### src/rtl/cpu_ctrl_pkg.sv
// Shared encodings for the multicycle RV32I sequencing controller:
// states, opcodes, datapath select codes and fault causes.
package cpu_ctrl_pkg;

    typedef enum logic [3:0] {
        S_FETCH    = 4'd0,
        S_DECODE   = 4'd1,
        S_MEM_ADDR = 4'd2,
        S_MEM_RD   = 4'd3,
        S_MEM_WB   = 4'd4,
        S_MEM_WR   = 4'd5,
        S_EXEC_R   = 4'd6,
        S_EXEC_I   = 4'd7,
        S_ALU_WB   = 4'd8,
        S_BRANCH   = 4'd9,
        S_JAL      = 4'd10,
        S_JALR     = 4'd11,
        S_JAL_LINK = 4'd12,
        S_UTYPE    = 4'd13,
        S_FAULT    = 4'd14
    } state_t;

    localparam logic [6:0] OP_LOAD   = 7'b0000011;
    localparam logic [6:0] OP_STORE  = 7'b0100011;
    localparam logic [6:0] OP_R      = 7'b0110011;
    localparam logic [6:0] OP_I      = 7'b0010011;
    localparam logic [6:0] OP_BRANCH = 7'b1100011;
    localparam logic [6:0] OP_JAL    = 7'b1101111;
    localparam logic [6:0] OP_JALR   = 7'b1100111;
    localparam logic [6:0] OP_LUI    = 7'b0110111;
    localparam logic [6:0] OP_AUIPC  = 7'b0010111;

    localparam logic [1:0] SRC_A_PC     = 2'b00;
    localparam logic [1:0] SRC_A_OLD_PC = 2'b01;
    localparam logic [1:0] SRC_A_RS1    = 2'b10;
    localparam logic [1:0] SRC_A_ZERO   = 2'b11;

    localparam logic [1:0] SRC_B_RS2    = 2'b00;
    localparam logic [1:0] SRC_B_IMM    = 2'b01;
    localparam logic [1:0] SRC_B_FOUR   = 2'b10;

    localparam logic [1:0] ALU_OP_ADD   = 2'b00;
    localparam logic [1:0] ALU_OP_CMP   = 2'b01;
    localparam logic [1:0] ALU_OP_FUNCT = 2'b10;

    localparam logic [1:0] RES_ALU_OUT  = 2'b00;
    localparam logic [1:0] RES_MEM_DATA = 2'b01;
    localparam logic [1:0] RES_ALU_RES  = 2'b10;

    localparam logic [1:0] CAUSE_NONE    = 2'b00;
    localparam logic [1:0] CAUSE_ILLEGAL = 2'b01;
    localparam logic [1:0] CAUSE_TIMEOUT = 2'b10;

endpackage

### src/rtl/multicycle_ctrl_fsm_if.sv
// Controller <-> datapath/memory signal bundle; master is the controller side.
interface multicycle_ctrl_fsm_if #(
    parameter int unsigned RETIRE_CNT_W = 32
);
    logic [6:0]              opcode_i;
    logic                    mem_ready_i;
    logic                    pc_wr_en_o;
    logic                    ir_wr_en_o;
    logic                    adr_src_o;
    logic                    mem_req_o;
    logic                    mem_wr_en_o;
    logic                    reg_wr_en_o;
    logic [1:0]              alu_src_a_o;
    logic [1:0]              alu_src_b_o;
    logic [1:0]              alu_op_o;
    logic [1:0]              result_src_o;
    logic                    branch_o;
    logic                    retire_o;
    logic [RETIRE_CNT_W-1:0] retire_cnt_o;
    logic                    fault_o;
    logic [1:0]              fault_cause_o;
    logic [3:0]              state_o;

    modport master (
        input  opcode_i, mem_ready_i,
        output pc_wr_en_o, ir_wr_en_o, adr_src_o, mem_req_o, mem_wr_en_o,
               reg_wr_en_o, alu_src_a_o, alu_src_b_o, alu_op_o, result_src_o,
               branch_o, retire_o, retire_cnt_o, fault_o, fault_cause_o, state_o
    );

    modport slave (
        output opcode_i, mem_ready_i,
        input  pc_wr_en_o, ir_wr_en_o, adr_src_o, mem_req_o, mem_wr_en_o,
               reg_wr_en_o, alu_src_a_o, alu_src_b_o, alu_op_o, result_src_o,
               branch_o, retire_o, retire_cnt_o, fault_o, fault_cause_o, state_o
    );
endinterface

### src/rtl/mem_timeout_cnt.sv
// Counts consecutive cycles a memory request waits; flags the LIMIT-th wait.
module mem_timeout_cnt #(
    parameter int unsigned LIMIT = 255
) (
    input  logic clk,
    input  logic rst_n,
    input  logic clr,
    input  logic cnt_en,
    output logic expired
);
    localparam int unsigned W = (LIMIT < 2) ? 1 : $clog2(LIMIT);

    logic [W-1:0] cnt;

    always_ff @(posedge clk or negedge rst_n) begin
        if (!rst_n) begin
            cnt <= '0;
        end else if (clr) begin
            cnt <= '0;
        end else if (cnt_en) begin
            cnt <= cnt + 1'b1;
        end
    end

    // Fires during the wait cycle that would bring the count up to LIMIT;
    // a ready in that same cycle deasserts cnt_en and so takes precedence.
    always_comb begin
        expired = (LIMIT != 0) && cnt_en && (cnt == W'(LIMIT - 1));
    end

endmodule

### src/rtl/multicycle_ctrl_fsm.sv
// Multicycle RV32I sequencing FSM: per-state datapath enables/selects,
// memory handshake with timeout, illegal-opcode fault and retire counting.
module multicycle_ctrl_fsm
    import cpu_ctrl_pkg::*;
#(
    parameter int unsigned TIMEOUT_CYCLES = 255,
    parameter int unsigned RETIRE_CNT_W   = 32
) (
    input  logic                  clk,
    input  logic                  rst_n,
    multicycle_ctrl_fsm_if.master bus
);
    state_t                  state, next_state;
    logic [1:0]              fault_cause, next_cause;
    logic [RETIRE_CNT_W-1:0] retire_cnt;
    logic                    tmo_expired;
    logic                    ready;

    logic       pc_wr, ir_wr, adr, req, wr, reg_wr, branch, retire, fault;
    logic [1:0] src_a, src_b, aop, res;

    assign ready = bus.mem_ready_i;

    mem_timeout_cnt #(.LIMIT(TIMEOUT_CYCLES)) u_timeout (
        .clk     (clk),
        .rst_n   (rst_n),
        .clr     (!req || ready),
        .cnt_en  (req && !ready),
        .expired (tmo_expired)
    );

    always_ff @(posedge clk or negedge rst_n) begin
        if (!rst_n) begin
            state       <= S_FETCH;
            fault_cause <= CAUSE_NONE;
            retire_cnt  <= '0;
        end else begin
            state       <= next_state;
            fault_cause <= next_cause;
            if (retire) retire_cnt <= retire_cnt + 1'b1;
        end
    end

    always_comb begin
        next_state = state;
        next_cause = fault_cause;
        pc_wr = 1'b0; ir_wr = 1'b0; adr = 1'b0; req = 1'b0; wr = 1'b0;
        reg_wr = 1'b0; branch = 1'b0; retire = 1'b0; fault = 1'b0;
        src_a = SRC_A_PC; src_b = SRC_B_RS2; aop = ALU_OP_ADD; res = RES_ALU_OUT;
        // Outputs are forced idle while reset is held so an in-flight request drops at once.
        if (rst_n) begin
            case (state)
                S_FETCH: begin
                    req = 1'b1; src_b = SRC_B_FOUR; res = RES_ALU_RES;
                    if (ready) begin
                        ir_wr = 1'b1; pc_wr = 1'b1; next_state = S_DECODE;
                    end else if (tmo_expired) begin
                        next_state = S_FAULT; next_cause = CAUSE_TIMEOUT;
                    end
                end
                S_DECODE: begin
                    src_a = SRC_A_OLD_PC; src_b = SRC_B_IMM;
                    case (bus.opcode_i)
                        OP_LOAD, OP_STORE: next_state = S_MEM_ADDR;
                        OP_R:              next_state = S_EXEC_R;
                        OP_I:              next_state = S_EXEC_I;
                        OP_BRANCH:         next_state = S_BRANCH;
                        OP_JAL:            next_state = S_JAL;
                        OP_JALR:           next_state = S_JALR;
                        OP_LUI, OP_AUIPC:  next_state = S_UTYPE;
                        default: begin
                            next_state = S_FAULT; next_cause = CAUSE_ILLEGAL;
                        end
                    endcase
                end
                S_MEM_ADDR: begin
                    src_a = SRC_A_RS1; src_b = SRC_B_IMM;
                    next_state = (bus.opcode_i == OP_STORE) ? S_MEM_WR : S_MEM_RD;
                end
                S_MEM_RD: begin
                    req = 1'b1; adr = 1'b1;
                    if (ready) begin
                        next_state = S_MEM_WB;
                    end else if (tmo_expired) begin
                        next_state = S_FAULT; next_cause = CAUSE_TIMEOUT;
                    end
                end
                S_MEM_WB: begin
                    res = RES_MEM_DATA; reg_wr = 1'b1; retire = 1'b1; next_state = S_FETCH;
                end
                S_MEM_WR: begin
                    req = 1'b1; wr = 1'b1; adr = 1'b1;
                    if (ready) begin
                        retire = 1'b1; next_state = S_FETCH;
                    end else if (tmo_expired) begin
                        next_state = S_FAULT; next_cause = CAUSE_TIMEOUT;
                    end
                end
                S_EXEC_R: begin
                    src_a = SRC_A_RS1; src_b = SRC_B_RS2; aop = ALU_OP_FUNCT; next_state = S_ALU_WB;
                end
                S_EXEC_I: begin
                    src_a = SRC_A_RS1; src_b = SRC_B_IMM; aop = ALU_OP_FUNCT; next_state = S_ALU_WB;
                end
                S_ALU_WB: begin
                    res = RES_ALU_OUT; reg_wr = 1'b1; retire = 1'b1; next_state = S_FETCH;
                end
                S_BRANCH: begin
                    src_a = SRC_A_RS1; src_b = SRC_B_RS2; aop = ALU_OP_CMP; res = RES_ALU_OUT;
                    branch = 1'b1; retire = 1'b1; next_state = S_FETCH;
                end
                S_JAL: begin
                    src_a = SRC_A_OLD_PC; src_b = SRC_B_FOUR; res = RES_ALU_OUT;
                    pc_wr = 1'b1; next_state = S_ALU_WB;
                end
                S_JALR: begin
                    src_a = SRC_A_RS1; src_b = SRC_B_IMM; res = RES_ALU_RES;
                    pc_wr = 1'b1; next_state = S_JAL_LINK;
                end
                S_JAL_LINK: begin
                    src_a = SRC_A_OLD_PC; src_b = SRC_B_FOUR; next_state = S_ALU_WB;
                end
                S_UTYPE: begin
                    src_a = (bus.opcode_i == OP_LUI) ? SRC_A_ZERO : SRC_A_OLD_PC;
                    src_b = SRC_B_IMM; next_state = S_ALU_WB;
                end
                S_FAULT: fault = 1'b1;
                default: next_state = S_FETCH;
            endcase
        end
    end

    assign bus.pc_wr_en_o    = pc_wr;
    assign bus.ir_wr_en_o    = ir_wr;
    assign bus.adr_src_o     = adr;
    assign bus.mem_req_o     = req;
    assign bus.mem_wr_en_o   = wr;
    assign bus.reg_wr_en_o   = reg_wr;
    assign bus.alu_src_a_o   = src_a;
    assign bus.alu_src_b_o   = src_b;
    assign bus.alu_op_o      = aop;
    assign bus.result_src_o  = res;
    assign bus.branch_o      = branch;
    assign bus.retire_o      = retire;
    assign bus.retire_cnt_o  = retire_cnt;
    assign bus.fault_o       = fault;
    assign bus.fault_cause_o = fault_cause;
    assign bus.state_o       = state;

endmodule

### src/flat_wrapper.sv
// flat-port wrapper written by rule: the top's interface ports become plain ports
module multicycle_ctrl_fsm_flat import cpu_ctrl_pkg::*;
#(
    parameter int unsigned TIMEOUT_CYCLES = 255,
    parameter int unsigned RETIRE_CNT_W   = 32
)
  (clk, rst_n, bus_opcode_i, bus_mem_ready_i, bus_pc_wr_en_o, bus_ir_wr_en_o, bus_adr_src_o, bus_mem_req_o, bus_mem_wr_en_o, bus_reg_wr_en_o, bus_alu_src_a_o, bus_alu_src_b_o, bus_alu_op_o, bus_result_src_o, bus_branch_o, bus_retire_o, bus_retire_cnt_o, bus_fault_o, bus_fault_cause_o, bus_state_o);
  multicycle_ctrl_fsm_if #(.RETIRE_CNT_W(RETIRE_CNT_W)) bus_i ();
  input  logic clk;
  input  logic rst_n;
  input wire logic [$bits(bus_i.opcode_i)-1:0] bus_opcode_i;
  input wire logic [$bits(bus_i.mem_ready_i)-1:0] bus_mem_ready_i;
  output wire logic [$bits(bus_i.pc_wr_en_o)-1:0] bus_pc_wr_en_o;
  output wire logic [$bits(bus_i.ir_wr_en_o)-1:0] bus_ir_wr_en_o;
  output wire logic [$bits(bus_i.adr_src_o)-1:0] bus_adr_src_o;
  output wire logic [$bits(bus_i.mem_req_o)-1:0] bus_mem_req_o;
  output wire logic [$bits(bus_i.mem_wr_en_o)-1:0] bus_mem_wr_en_o;
  output wire logic [$bits(bus_i.reg_wr_en_o)-1:0] bus_reg_wr_en_o;
  output wire logic [$bits(bus_i.alu_src_a_o)-1:0] bus_alu_src_a_o;
  output wire logic [$bits(bus_i.alu_src_b_o)-1:0] bus_alu_src_b_o;
  output wire logic [$bits(bus_i.alu_op_o)-1:0] bus_alu_op_o;
  output wire logic [$bits(bus_i.result_src_o)-1:0] bus_result_src_o;
  output wire logic [$bits(bus_i.branch_o)-1:0] bus_branch_o;
  output wire logic [$bits(bus_i.retire_o)-1:0] bus_retire_o;
  output wire logic [$bits(bus_i.retire_cnt_o)-1:0] bus_retire_cnt_o;
  output wire logic [$bits(bus_i.fault_o)-1:0] bus_fault_o;
  output wire logic [$bits(bus_i.fault_cause_o)-1:0] bus_fault_cause_o;
  output wire logic [$bits(bus_i.state_o)-1:0] bus_state_o;
  assign bus_i.opcode_i = bus_opcode_i;
  assign bus_i.mem_ready_i = bus_mem_ready_i;
  assign bus_pc_wr_en_o = bus_i.pc_wr_en_o;
  assign bus_ir_wr_en_o = bus_i.ir_wr_en_o;
  assign bus_adr_src_o = bus_i.adr_src_o;
  assign bus_mem_req_o = bus_i.mem_req_o;
  assign bus_mem_wr_en_o = bus_i.mem_wr_en_o;
  assign bus_reg_wr_en_o = bus_i.reg_wr_en_o;
  assign bus_alu_src_a_o = bus_i.alu_src_a_o;
  assign bus_alu_src_b_o = bus_i.alu_src_b_o;
  assign bus_alu_op_o = bus_i.alu_op_o;
  assign bus_result_src_o = bus_i.result_src_o;
  assign bus_branch_o = bus_i.branch_o;
  assign bus_retire_o = bus_i.retire_o;
  assign bus_retire_cnt_o = bus_i.retire_cnt_o;
  assign bus_fault_o = bus_i.fault_o;
  assign bus_fault_cause_o = bus_i.fault_cause_o;
  assign bus_state_o = bus_i.state_o;
  multicycle_ctrl_fsm #(.TIMEOUT_CYCLES(TIMEOUT_CYCLES), .RETIRE_CNT_W(RETIRE_CNT_W)) u_core (.clk(clk), .rst_n(rst_n), .bus(bus_i));
endmodule
### config.mk
export PLATFORM = sky130hd
export DESIGN_NAME = multicycle_ctrl_fsm_flat
export DESIGN_NICKNAME = d
export VERILOG_FILES = /design/src/rtl/cpu_ctrl_pkg.sv /design/src/rtl/multicycle_ctrl_fsm_if.sv /design/src/rtl/mem_timeout_cnt.sv /design/src/rtl/multicycle_ctrl_fsm.sv /design/src/flat_wrapper.sv
export SDC_FILE = /design/constraint.sdc
export NUM_CORES = 1
export LEC_CHECK = 0
export ABC_AREA = 1
export CAP_MARGIN = 10
export CORE_ASPECT_RATIO = 0.75
export CORE_UTILIZATION = 35
export CTS_CLUSTER_SIZE = 16
export DETAILED_ROUTE_END_ITERATION = 7
export PLACE_DENSITY_LB_ADDON = 0.15
export RECOVER_POWER = 50
export REMOVE_ABC_BUFFERS = 1
export SYNTH_ARGS = -nofsm -noshare
export SYNTH_HDL_FRONTEND = slang
export SYNTH_SLANG_ARGS = --single-unit
### constraint.sdc
create_clock -name clk -period 1.5 [get_ports clk]
set_input_delay 0.225 -clock clk [delete_from_list [all_inputs] [get_ports clk]]
set_output_delay 0.225 -clock clk [all_outputs]
set_load 0.02 [all_outputs]
* After elaboration in Yosys (flattened, before gate mapping)
Cells that the tools add are included.
Operators by class: add/subtract/negate cells 2, eq/ne operators 27, multiplexer cells 41, bitwise operators 1, reduce and logical (&&, ||, !) cells 25
Operators by type and width (number):
- $add 32x1->32 const B | 1
- $pmux 4 s8 | 1
- $eq 4x4->1 const B | 7
- $pmux 4 s7 | 1
- $eq 7x6->1 const B | 3
- $eq 7x7->1 const B | 3
- $mux 1 | 17
- $eq 4x3->1 const B | 4
- $mux 2 | 8
- $mux 4 | 4
- $mux 8 | 2
- $pmux 2 s2 | 4
- $reduce_or 5->1 | 3
- $eq 7x5->1 const B | 2
- $reduce_or 2->1 | 7
- $reduce_or 3->1 | 4
- $reduce_or 9->1 | 1
- $add 8x1->8 const B | 1
- $eq 4x2->1 const B | 2
- $eq 8x8->1 const B | 1
- $eq 7x2->1 const B | 1
- $pmux 2 s3 | 1
- $reduce_and 5->1 | 1
- $eq 4x1->1 const B | 1
- 11 further kinds | 16
Word-level totals: flip-flop bits (word level) 46, input port bits 10, word-level logic and storage cells 100

* Logic depth before layout (Yosys ltp)
Gate-level depths: netlist of run 1.
depth after elaboration 9, gate-level depth with buffers 12, gate-level depth less buffers 12

* Modules after synthesis
Synthesis of run 1 repeated with hierarchy kept, for this count alone.
Unflattened totals: cell total of the unflattened synthesis 488, area total of the unflattened synthesis 3204.3 um2
Modules (own cells, without submodules):
- multicycle_ctrl_fsm | instances 1, cells each 424, area each 2730.1 um2, seq. area each 950.9 um2
- mem_timeout_cnt | instances 1, cells each 64, area each 474.2 um2, seq. area each 200.2 um2

* Worst setup path before layout of run 1
Ideal clock, no wire load.
kind reg-to-reg, start reg u_core.state[1] (netlist: u_core.bus.state_o[1]), end reg u_core.state[0] (netlist: u_core.bus.state_o[0]), library setup time 117 ps, arrival time 1625 ps, required time 1383 ps, setup slack -241 ps, stages on the path, launching flop included 13, path buffers 1, clock period less this slack 1741 ps, path through dfrtp_1 -> buf_4 -> nand2_1 -> inv_1 -> nand2_1 -> nand3_1 -> nand2_1 -> inv_1 -> nand3_1 -> nand2_1 -> nand2_1 -> nand2_1 -> nand2_1
On the way: longest elaborated chain between the ends 9, elaborated cells on any way between the ends 25, those cells by class 11 x eq/ne; 7 x mux; 1 x bitwise; 6 x reduce/logical
Ends and longest elaborated chain:
- start, declared | line multicycle_ctrl_fsm.sv:13 | state_t state, next_state;
- start signal, assigned | line multicycle_ctrl_fsm.sv:38 | state <= next_state;
- $eq 4x2->1, or another cell as far along | line multicycle_ctrl_fsm.sv:52 | case (state)
- $reduce_or 3->1 (no source line) (*)
- $mux 1 (*) | line multicycle_ctrl_fsm.sv:52
- $mux 1 (*) | line multicycle_ctrl_fsm.sv:51 | if (rst_n) begin
- via bus_mem_req_o | line flat_wrapper.sv:16 | output wire logic [$bits(bus_i.mem_req_o)-1:0] bus_mem_req_o;
- $logic_and 1x1->1 (*) | line multicycle_ctrl_fsm.sv:28 | .cnt_en (req && !ready),
- $logic_and 1x1->1 (*) | line mem_timeout_cnt.sv:28 | expired = (LIMIT != 0) && cnt_en && (cnt == W'(LIMIT - 1));
- $mux 4 (*)
- $mux 4, on equally long branches
- $pmux 4 s8 (*) | line multicycle_ctrl_fsm.sv:52
The timed path passes the listed nets; every way through them passes the cells marked *. A chain may end at the register's enable or synchronous reset.

* Worst setup path after layout of run 1
start reg u_core.state[0] (netlist: u_core.bus.state_o[0]), end out bus_mem_wr_en_o
On the way: longest elaborated chain between the ends 3
Ends and longest elaborated chain:
- $eq 4x3->1 | line multicycle_ctrl_fsm.sv:52
- $mux 1 | line multicycle_ctrl_fsm.sv:52
- $mux 1 | line multicycle_ctrl_fsm.sv:51
- end, declared | line flat_wrapper.sv:17 | output wire logic [$bits(bus_i.mem_wr_en_o)-1:0] bus_mem_wr_en_o;
Every way passes these cells.

==> flow_summary.yaml, run 1 <==
status:
  status: "finished, violations left"
  violations: "setup timing"
timing:
  setup_slack_ps: -303
  hold_slack_ps: 187
  slew_violations: 0
  final-setup-viol-count: 58
  hold_violations: 0
  slew_headroom_pct: 43.2
  rsz0062_at_grt: "yes"
  fin_crit_ps: 1800
  max_freq_mhz: 555
  tightest_slew_ps: 851
  skew_ps: 7.93
  fin_crit_sh_pct: 120
flow_run:
  drv_cap: 0
drt:
  ant_nets: 0
  remaining_drc_errors: 0
  dr.pass1.iters: 4
  wirelength_um: 9830
  post_drt_wl_per_cell_um: 13.7
  vias_per_cell: 4.83
  dr_total_vias: 3466
  drt_first_iter_violations: 163
placed_design:
  place_congestion: 0.878
  dp.final_hpwl_um: 7030
  place.port_buffers: 64
clocking:
  cts_buffers: 5
  htreeDepth: 2
  cts_root_buf: "clkbuf_16"
  clock_path_buffers: 2
  cts_tree: "built"
  cts_sinks: 46
  clkTransAtPathRegs_ps: 60
  clkLatencyLatePin_ps: 290
pwr:
  ir_drop_mv: 0.980
  power_density_nw_per_um2: 1230
  p_total_uw: 6340
  leakagePower_uw: 0.00263
yosys:
  syn_area_um2: 3020
  yosys.area.top_type_share_pct: 38.1
  synthArstFlopShare_pct: 100
  synth_compound_area_share_pct: 4.85
  synthCells: 440
  yosys_warnings: 0
  synth.area.top_cells: "dfrtp_1 38%, nand2_1 18%, nor2_1 8.0%, inv_1 6.3%, xor2_1 4.6%"
  synthDistinctLibCells: 33
  synth_top_area_cell: "dfrtp_1"
  synth_fa_ha_area_share_pct: 1.24
  avgSynthCellArea_um2: 6.86
  synth_seq_cells: 46
  synth_xor_area_share_pct: 7.83
  yosys.area_share.simple_pct: 40.1
  synth_edf_count: 0
  synthTopCellsByCount: "144 x nand2_1, 64 x nor2_1, 51 x inv_1"
  synth_mux_area_share_pct: 0
  synth_top_family_by_area: "simple AND/OR/NAND/NOR gates"
  yosysSeqAreaShare_pct: 38.1
  yosysMostFrequentCell: "nand2_1"
  synth_ff_type: "dfrtp_1"
min_path:
  hp-class: "primary input to async pin"
critical_path:
  cp_slowest_cell: "dfrtp_2"
  crit_arrival_ps: 1580
  worstPathMaxFanout: 5
  path_class: "register to primary output"
  crit_chain: "inv_4 > nor2_4 > nand2_2 > nor2_4 > buf_4 > clkdlybuf4s15_2"
  critical_path_required_ps: 1270
  start_kind: "register"
  crit_path_max_incr_delay_ps: 470
  crit_path_end_kind: "primary output"
  cp_common_cell: "nor2_4"
  rr_endpoint: "u_core.bus.retire_cnt_o[26]$_DFFE_PN0P_"
  rr_startpoint: "u_core.bus.state_o[0]$_DFFE_PN0P_"
  rr_worst_depth: 10
  reg2reg_slack_ps: -270
grt:
  grt-ovfl-total: 0
  grt_pass1_wl_um: 15300
  grt_pass1_vias: 3120
  grt_max_degree: 34
  antenna_found_initial: 0
  grt_use_total_pct: 22.2
die:
  die_area_um2: 9010
  die_h_um: 82.5
  core_area_um2: 8130
  start_util_pct: 37.2
  die_x_um: 109
  ios: 65
  row_count: 28
cells_and_area:
  drive_gt1_share_pct: 37.8
  area_delta_synth_final_pct: 71.0
  n_antenna_cell: 0
  fin_nets: 625
-- power by group --
part / total [µW] / internal (µW) / switching [µW]
Sequential: 1620 / 1410 / 218
Combinational: 3570 / 1660 / 1910
Clock: 1140 / 661 / 484
Total: 6340 / 3730 / 2610
-- worst max-delay path: cells and delay by family, from the launching register on --
family | cells | cell delay, ps
flops | 1 | 470
buf+inv | 3 | 430
simple gates | 3 | 380
-- layer usage --
layer	track usage [%]	up-vias	wire, µm
li1	-	1732	-
met1	33.7	1635	4870
met2	32.5	91	4340
met3	4.00	8	533
met4	4.67	0	88
met5	0	-	0
-- registers in the layout (all words and copies together) (netlist names) --
register	flops
u_core.u_timeout.cnt	8
u_core.bus.retire_cnt_o	32
u_core.bus.fault_cause_o	2
u_core.bus.state_o	4
-- layout make-up --
class | instances | area (µm²)
clock inverter | 2 | 12.5
sequential | 46 | 1160
tap | 105 | 131
multi-input combinational | 334 | 2040
clock buffer | 6 | 139
timing repair inverter | 1 | 11.3
inverter | 54 | 215
fill | 737 | 2960
timing repair buffer | 170 | 1460
-- timing repair --
item	CTS	global route
resized for setup	202	82
hold buffers	1	0
cloned	2	0
endpoints found under the hold margin	2	0
buffers inserted	11	8
endpoints found under the setup margin	92	66
pin swaps	24	11
-- per-stage QoR --
step	std cells	instance area [µm²]	util (%)	worst slack, ps	TNS [ps]
global placement	691	4410	54.3	-634	-14680
finish	718	5170	63.6	-303	-9520
floorplan	434	2980	-	-428	-9000
global route	718	5170	63.6	-404	-13770
detailed placement	691	4410	54.3	-656	-15120
CTS	713	4880	60.1	-244	-7540
-- worst max path at each step --
stage,end,startpoint,cells past startpoint,slack (ps)
2_1_floorplan,u_core.bus.retire_cnt_o[16]$_DFFE_PN0P_,u_core.bus.state_o[0]$_DFFE_PN0P_,11,-430
3_5_place_dp,bus_alu_src_a_o[1],bus_opcode_i[4],7,-660
3_3_place_gp,bus_alu_src_a_o[1],bus_opcode_i[4],7,-630
6_report,bus_mem_wr_en_o,u_core.bus.state_o[0]$_DFFE_PN0P_,6,-300
4_1_cts,bus_mem_wr_en_o,u_core.bus.state_o[2]$_DFFE_PN0P_,6,-240
5_1_grt,bus_alu_src_b_o[0],u_core.bus.state_o[2]$_DFFE_PN0P_,9,-400
-- cells by family (layout without fill, tap and decap cells) --
family                   Yosys count  count (layout)
AND/OR/NAND/NOR                  278             278
XOR/XNOR                          27              27
buffers and inverters             60             233
flip-flops                        46              46
adder cells (fa/ha/maj)            3               3
AO/OA/AOI/OAI                     26              26
-- layout by cell type (no fill, tap or decap), types with 10 or more instances in the layout --
master | Yosys | final
buf_4 | 1 | 92
buf_6 | 1 | 23
clkdlybuf4s50_1 | 0 | 10
dfrtp_1 | 46 | 40
dlygate4sd2_1 | 0 | 33
inv_1 | 51 | 40
inv_2 | 3 | 11
nand2_1 | 144 | 116
nand2_2 | 3 | 23
nand3_1 | 25 | 17
nand4_1 | 13 | 13
nor2_1 | 64 | 48
nor2_4 | 3 | 15
xnor2_1 | 11 | 11
xor2_1 | 16 | 16
Power figures use the tool's default switching activity.
==> run 2, diff against run 1 <==
==> constraint.sdc (replaced) <==
create_clock -name clk -period 1.75 [get_ports clk]
set_input_delay 0.2625 -clock clk [delete_from_list [all_inputs] [get_ports clk]]
set_output_delay 0.2625 -clock clk [all_outputs]
set_load 0.02 [all_outputs]
==> run 2 against run 1 <==
Compared with the run above:
- the run still ends with setup timing left
- non-clock buffer count down 35
- cell count is 5.0% lower
- count of clock-buffer cells in the layout increased by 1
- combinational power fell by 28%
- register-to-register slack gained 320 ps
- critical path depth grew 3
- highest routed layer unchanged
==> flow_summary.yaml, run 2 (synthesis results as in run 1) <==
critical_path:
  crit_arrival_ps: 1510
  worstPathMaxFanout: 7
  crit_path_end_kind: "primary output"
  path_class: "register to primary output"
  start_kind: "register"
  critical_path_required_ps: 1490
status:
  violations: "setup timing"
  status: "finished, violations left"
drt:
  post_drt_wl_per_cell_um: 13.0
  dr_total_vias: 3264
  ant_nets: 0
  wirelength_um: 8870
  vias_per_cell: 4.79
  drt_first_iter_violations: 236
  remaining_drc_errors: 0
  dr.pass1.iters: 5
clocking:
  cts_sinks: 46
  clkTransAtPathRegs_ps: 60
  cts_tree: "built"
  cts_root_buf: "clkbuf_16"
  htreeDepth: 2
  clock_path_buffers: 2
  cts_buffers: 5
  clkLatencyLatePin_ps: 280
die:
  row_count: 28
  start_util_pct: 37.2
  ios: 65
  core_area_um2: 8130
  die_area_um2: 9010
  die_h_um: 82.5
  die_x_um: 109
cells_and_area:
  area_delta_synth_final_pct: 52.2
  layout_commonest_cell: "nand2_1"
  final_cell_mix: "136 x nand2_1, 73 x buf_4, 54 x nor2_1, 44 x inv_1, 42 x dfrtp_1"
  largest_reg_flops: 32
  fin_util_pct: 56.6
  fin_nets: 589
  stdcell_count: 682
  drive_gt1_share_pct: 26.0
  nFillCells: 782
  n_antenna_cell: 0
grt:
  grt_max_degree: 38
  grt_pass1_wl_um: 14200
  grt-ovfl-total: 0
  antenna_found_initial: 0
  grt_pass1_vias: 2864
  grt_use_total_pct: 20.4
pwr:
  ir_drop_mv: 0.634
  p_total_uw: 4930
  leakagePower_uw: 0.00227
  power_density_nw_per_um2: 1070
placed_design:
  dp_cells: 661
  pre_cts_slack_ps: -475
  place_congestion: 0.898
  place.port_buffers: 64
  dp.final_hpwl_um: 6860
timing:
  final-setup-viol-count: 3
  setup_slack_ps: -20.7
  slew_violations: 0
  tns_ps: -28.6
  fin_crit_sh_pct: 101
  hold_violations: 0
  rsz0062_at_grt: "yes"
  fin_crit_ps: 1770
  slew_headroom_pct: 65.0
  max_freq_mhz: 565
  tightest_slew_ps: 525
  skew_ps: 9.49
min_path:
  hp-class: "primary input to async pin"
flow_run:
  drv_cap: 0
[run 2: changes by cell type in the layout (fill, tap and decap cells not counted), moves of 5 or more]
| cell | delta |
|---|---|
| o21ai_0 | +8 |
| buf_4 | -19 |
| nor2_1 | +6 |
| nand2_4 | -5 |
| buf_6 | -17 |
| dlygate4sd2_1 | -32 |
| clkdlybuf4s50_1 | +28 |
| nor2_4 | -9 |
| nand2_2 | -14 |
| nand3_4 | -6 |
| nand2_1 | +20 |
[run 2: power by group]
part           internal, µW  switching, µW  leakage, µW  total [µW]
clock                   567            384    0.0000739         951
sequential             1210            197     0.000622        1400
combinational          1260           1310      0.00158        2570
[run 2: area by class of cell]
cell class | instances | area (µm²) | area share [%]
clock inverter | 1 | 5.00 | 0.109
clock buffer | 7 | 143 | 3.10
sequential | 46 | 1160 | 25.1
timing repair buffer | 135 | 1200 | 26.0
inverter | 54 | 208 | 4.52
tap | 105 | 131 | 2.86
multi-input combinational | 334 | 1760 | 38.2
[run 2: final timing paths]
check	from	endpoint	slack [ps]	cells after the start
min in group clk	u_core.bus.fault_cause_o[0]$_DFFE_PN0P_	u_core.bus.fault_cause_o[0]$_DFFE_PN0P_	470	2
max in group asynchronous	rst_n	u_core.bus.state_o[3]$_DFFE_PN0P_	1130	3
setup reg to reg	u_core.bus.state_o[0]$_DFFE_PN0P_	u_core.bus.retire_cnt_o[9]$_DFFE_PN0P_	50	10
hold reg to reg	u_core.bus.fault_cause_o[0]$_DFFE_PN0P_	u_core.bus.fault_cause_o[0]$_DFFE_PN0P_	470	2
hold / removal	rst_n	u_core.bus.retire_cnt_o[10]$_DFFE_PN0P_	240	3
setup / recovery	u_core.bus.state_o[1]$_DFFE_PN0P_	bus_alu_src_b_o[1]	-20	9
[run 2: timing repair]
| item | in CTS | in global routing |
|---|---|---|
| gates cloned | 0 | 2 |
| pin swaps | 3 | 13 |
| resized for setup | 94 | 55 |
| hold buffers | 0 | 0 |
| endpoints found under the setup margin | 36 | 40 |
| buffers inserted | 6 | 5 |
[run 2: layer usage]
layer  track usage [%]  vias to the layer above  share of wire, %
met5                 0                        -                 0
met4              2.80                        0              0.36
met3              3.61                        2               6.7
met2              28.0                       98                41
met1              32.9                     1491                52
li1                  -                     1673                 -
[run 2: stage by stage]
step / hold WS, ps / instance area (µm²)
6_report: 238 / 4600
4_1_cts: 83.9 / 4380
3_5_place_dp: 386 / 4190
3_3_place_gp: 385 / 4190
5_1_grt: 314 / 4600
2_1_floorplan: -33.1 / 2980
[run 2: worst max-delay path, cell delays in order (launching register included)]
cell,delay (ps)
dfrtp_2,480
buf_6,130
inv_2,30
nand2_1,40
nor2_1,40
a31oi_1,200
nand2_1,90
nand2_1,60
inv_1,40
buf_6,120
==> run 3, diff against run 2 <==
--- a/config.mk
+++ b/config.mk
@@ -9,9 +9,10 @@
 export CAP_MARGIN = 10
 export CORE_ASPECT_RATIO = 0.75
 export CORE_UTILIZATION = 35
+export CTS_BUF_LIST = sky130_fd_sc_hd__clkbuf_8 sky130_fd_sc_hd__clkbuf_16
 export CTS_CLUSTER_SIZE = 16
 export DETAILED_ROUTE_END_ITERATION = 7
-export PLACE_DENSITY_LB_ADDON = 0.15
+export PLACE_DENSITY = 0.71
 export RECOVER_POWER = 50
 export REMOVE_ABC_BUFFERS = 1
 export SYNTH_ARGS = -nofsm -noshare
==> constraint.sdc (replaced) <==
create_clock -name clk -period 1.75 [get_ports clk]
set_input_delay 0.2625 -clock clk [delete_from_list [all_inputs] [get_ports clk]]
set_output_delay 0.2625 -clock clk [all_outputs]
set_load 0.05 [all_outputs]
==> run 3 against run 2 <==
Compared with the run above:
- the run still ends with setup timing left
- flip-flop and latch count did not move
- worst hold slack got worse by 230 ps
- register-to-register slack got worse by 100 ps
- critical path depth fell by 2
- non-clock buffer count fell by 19
- setup slack got worse by 110 ps
- maximum frequency fell by 5.7%
- clock skew fell by 5.0 ps
- sequential power barely moved
- count of clock-buffer cells in the layout fell by 2
- global-route usage rose by 0.40 points
- die area did not move
- critical path type unchanged
==> flow_summary.yaml, run 3 (synthesis results as in run 1) <==
status:
  status: "finished, violations left"
  violations: "setup timing"
cells_and_area:
  layout_commonest_cell: "nand2_1"
  area_delta_synth_final_pct: 53.0
  fin_nets: 570
  fin_util_pct: 56.9
  largest_reg_flops: 32
  ff_latch_area_um2: 1160
  final_cell_mix: "134 x nand2_1, 64 x buf_4, 50 x nor2_1, 44 x inv_1, 42 x dfrtp_1"
  n_antenna_cell: 0
  nFillCells: 720
  drive_gt1_share_pct: 29.4
  multi_input_comb_area_um2: 1820
clocking:
  clock_path_buffers: 2
  cts_root_buf: "clkbuf_16"
  cts_tree: "built"
  clkTransAtPathRegs_ps: 60
  cts_sinks: 46
  htreeDepth: 2
  cts_buffers: 5
  clkLatencyLatePin_ps: 290
timing:
  slew_violations: 0
  rsz0062_at_grt: "yes"
  tightest_slew_ps: 611
  skew_ps: 4.52
  hold_slack_ps: 7.99
  hold_violations: 0
  max_freq_mhz: 532
  fin_crit_sh_pct: 107
  slew_headroom_pct: 59.5
  final-setup-viol-count: 13
  setup_slack_ps: -128
  fin_crit_ps: 1880
critical_path:
  critPathTopFamily: "flip-flops"
  cp.depth: 7
  rr_worst_depth: 9
  cp_slowest_cell: "dfrtp_2"
  worstPathMaxFanout: 7
  crit_buf_inv: 3
  path_class: "register to primary output"
  critical_path_required_ps: 1490
  crit_path_end_kind: "primary output"
  crit_arrival_ps: 1620
  crit_chain: "nor2_4 > inv_1 > nor2_2 > inv_2 > nand3_1 > o21a_1 > buf_12"
  start_kind: "register"
  crit_path_max_incr_delay_ps: 490
placed_design:
  place.port_buffers: 64
  pre_cts_slack_ps: -108
  dp.final_hpwl_um: 6700
  place_congestion: 0.966
die:
  start_util_pct: 37.2
  row_count: 28
  die_x_um: 109
  die_area_um2: 9010
  ios: 65
  core_area_um2: 8130
  die_h_um: 82.5
drt:
  post_drt_wl_per_cell_um: 14.3
  remaining_drc_errors: 0
  dr_total_vias: 3360
  wirelength_um: 9460
  ant_nets: 0
  dr.pass1.iters: 5
  vias_per_cell: 5.07
  drt_first_iter_violations: 317
flow_run:
  drv_cap: 0
grt:
  antenna_found_initial: 0
  grt_pass1_wl_um: 14500
  grt_max_degree: 41
  grt-ovfl-total: 0
  grt_use_total_pct: 20.8
  grt_pass1_vias: 3045
pwr:
  power_density_nw_per_um2: 1210
  ir_drop_mv: 0.952
  leakagePower_uw: 0.00220
min_path:
  hp-class: "primary input to async pin"
[run 3: changes by cell type in the layout (fill, tap and decap cells not counted), sizes merged]
cell	delta
clkdlybuf4s50	-32
clkbuf	+9
buf	+6
dlymetal6s2s	-6
bufinv	+1
clkinv	+1
dlygate4sd2	+1
dlygate4sd3	+1
[run 3: per-stage QoR]
| stage | std cells | cell area [µm²] | total power, µW | TNS (ps) |
|---|---|---|---|---|
| after floorplan | 434 | 2980 | 2860 | -22830 |
| after global routing | 663 | 4620 | 5850 | -2330 |
| after CTS | 655 | 4470 | 5370 | -806 |
| final | 663 | 4620 | 5580 | -947 |
| after global placement | 631 | 4070 | 3980 | -25.8 |
| after detailed placement | 631 | 4070 | 4010 | -276 |
[run 3: metal layers]
layer	vias up	wire length, µm	track usage, %
met5	-	0	0
met4	0	85	5.07
met3	16	630	3.14
met2	141	4490	33.8
met1	1580	4260	29.0
li1	1623	-	-
[run 3: final timing paths]
path / startpoint / to / slack [ps]
max: u_core.bus.state_o[3]$_DFFE_PN0P_ / bus_alu_src_a_o[1] / -130
min in group clk: u_core.bus.fault_cause_o[0]$_DFFE_PN0P_ / u_core.bus.fault_cause_o[0]$_DFFE_PN0P_ / 480
max reg2reg: u_core.bus.state_o[3]$_DFFE_PN0P_ / u_core.bus.retire_cnt_o[9]$_DFFE_PN0P_ / -50
min reg2reg: u_core.bus.fault_cause_o[0]$_DFFE_PN0P_ / u_core.bus.fault_cause_o[0]$_DFFE_PN0P_ / 480
min: rst_n / u_core.bus.state_o[1]$_DFFE_PN0P_ / 8
max in group asynchronous: rst_n / u_core.bus.fault_cause_o[0]$_DFFE_PN0P_ / 1150
[run 3: layout make-up]
class,instances,share of cell area [%]
Sequential cell,46,25.0
Multi-Input combinational cell,334,39.3
Timing Repair Buffer,116,24.7
Inverter,54,4.55
Tap cell,105,2.84
Clock inverter,3,0.867
Clock buffer,5,2.71
[run 3: where the power goes]
part | internal [µW] | total, µW | leakage, µW | switching [µW]
clock | 669 | 1070 | 0.0000836 | 402
sequential | 1200 | 1410 | 0.000622 | 200
combinational | 1260 | 3100 | 0.00149 | 1850
total | 3130 | 5580 | 0.00220 | 2450
[run 3: what timing repair did]
action / CTS / global route
endpoints found under the hold margin: 2 / 0
cloned: 0 / 1
buffers inserted: 15 / 8
pin swaps: 14 / 16
gates resized for setup: 45 / 29
endpoints found under the setup margin: 19 / 41
hold buffers: 1 / 0
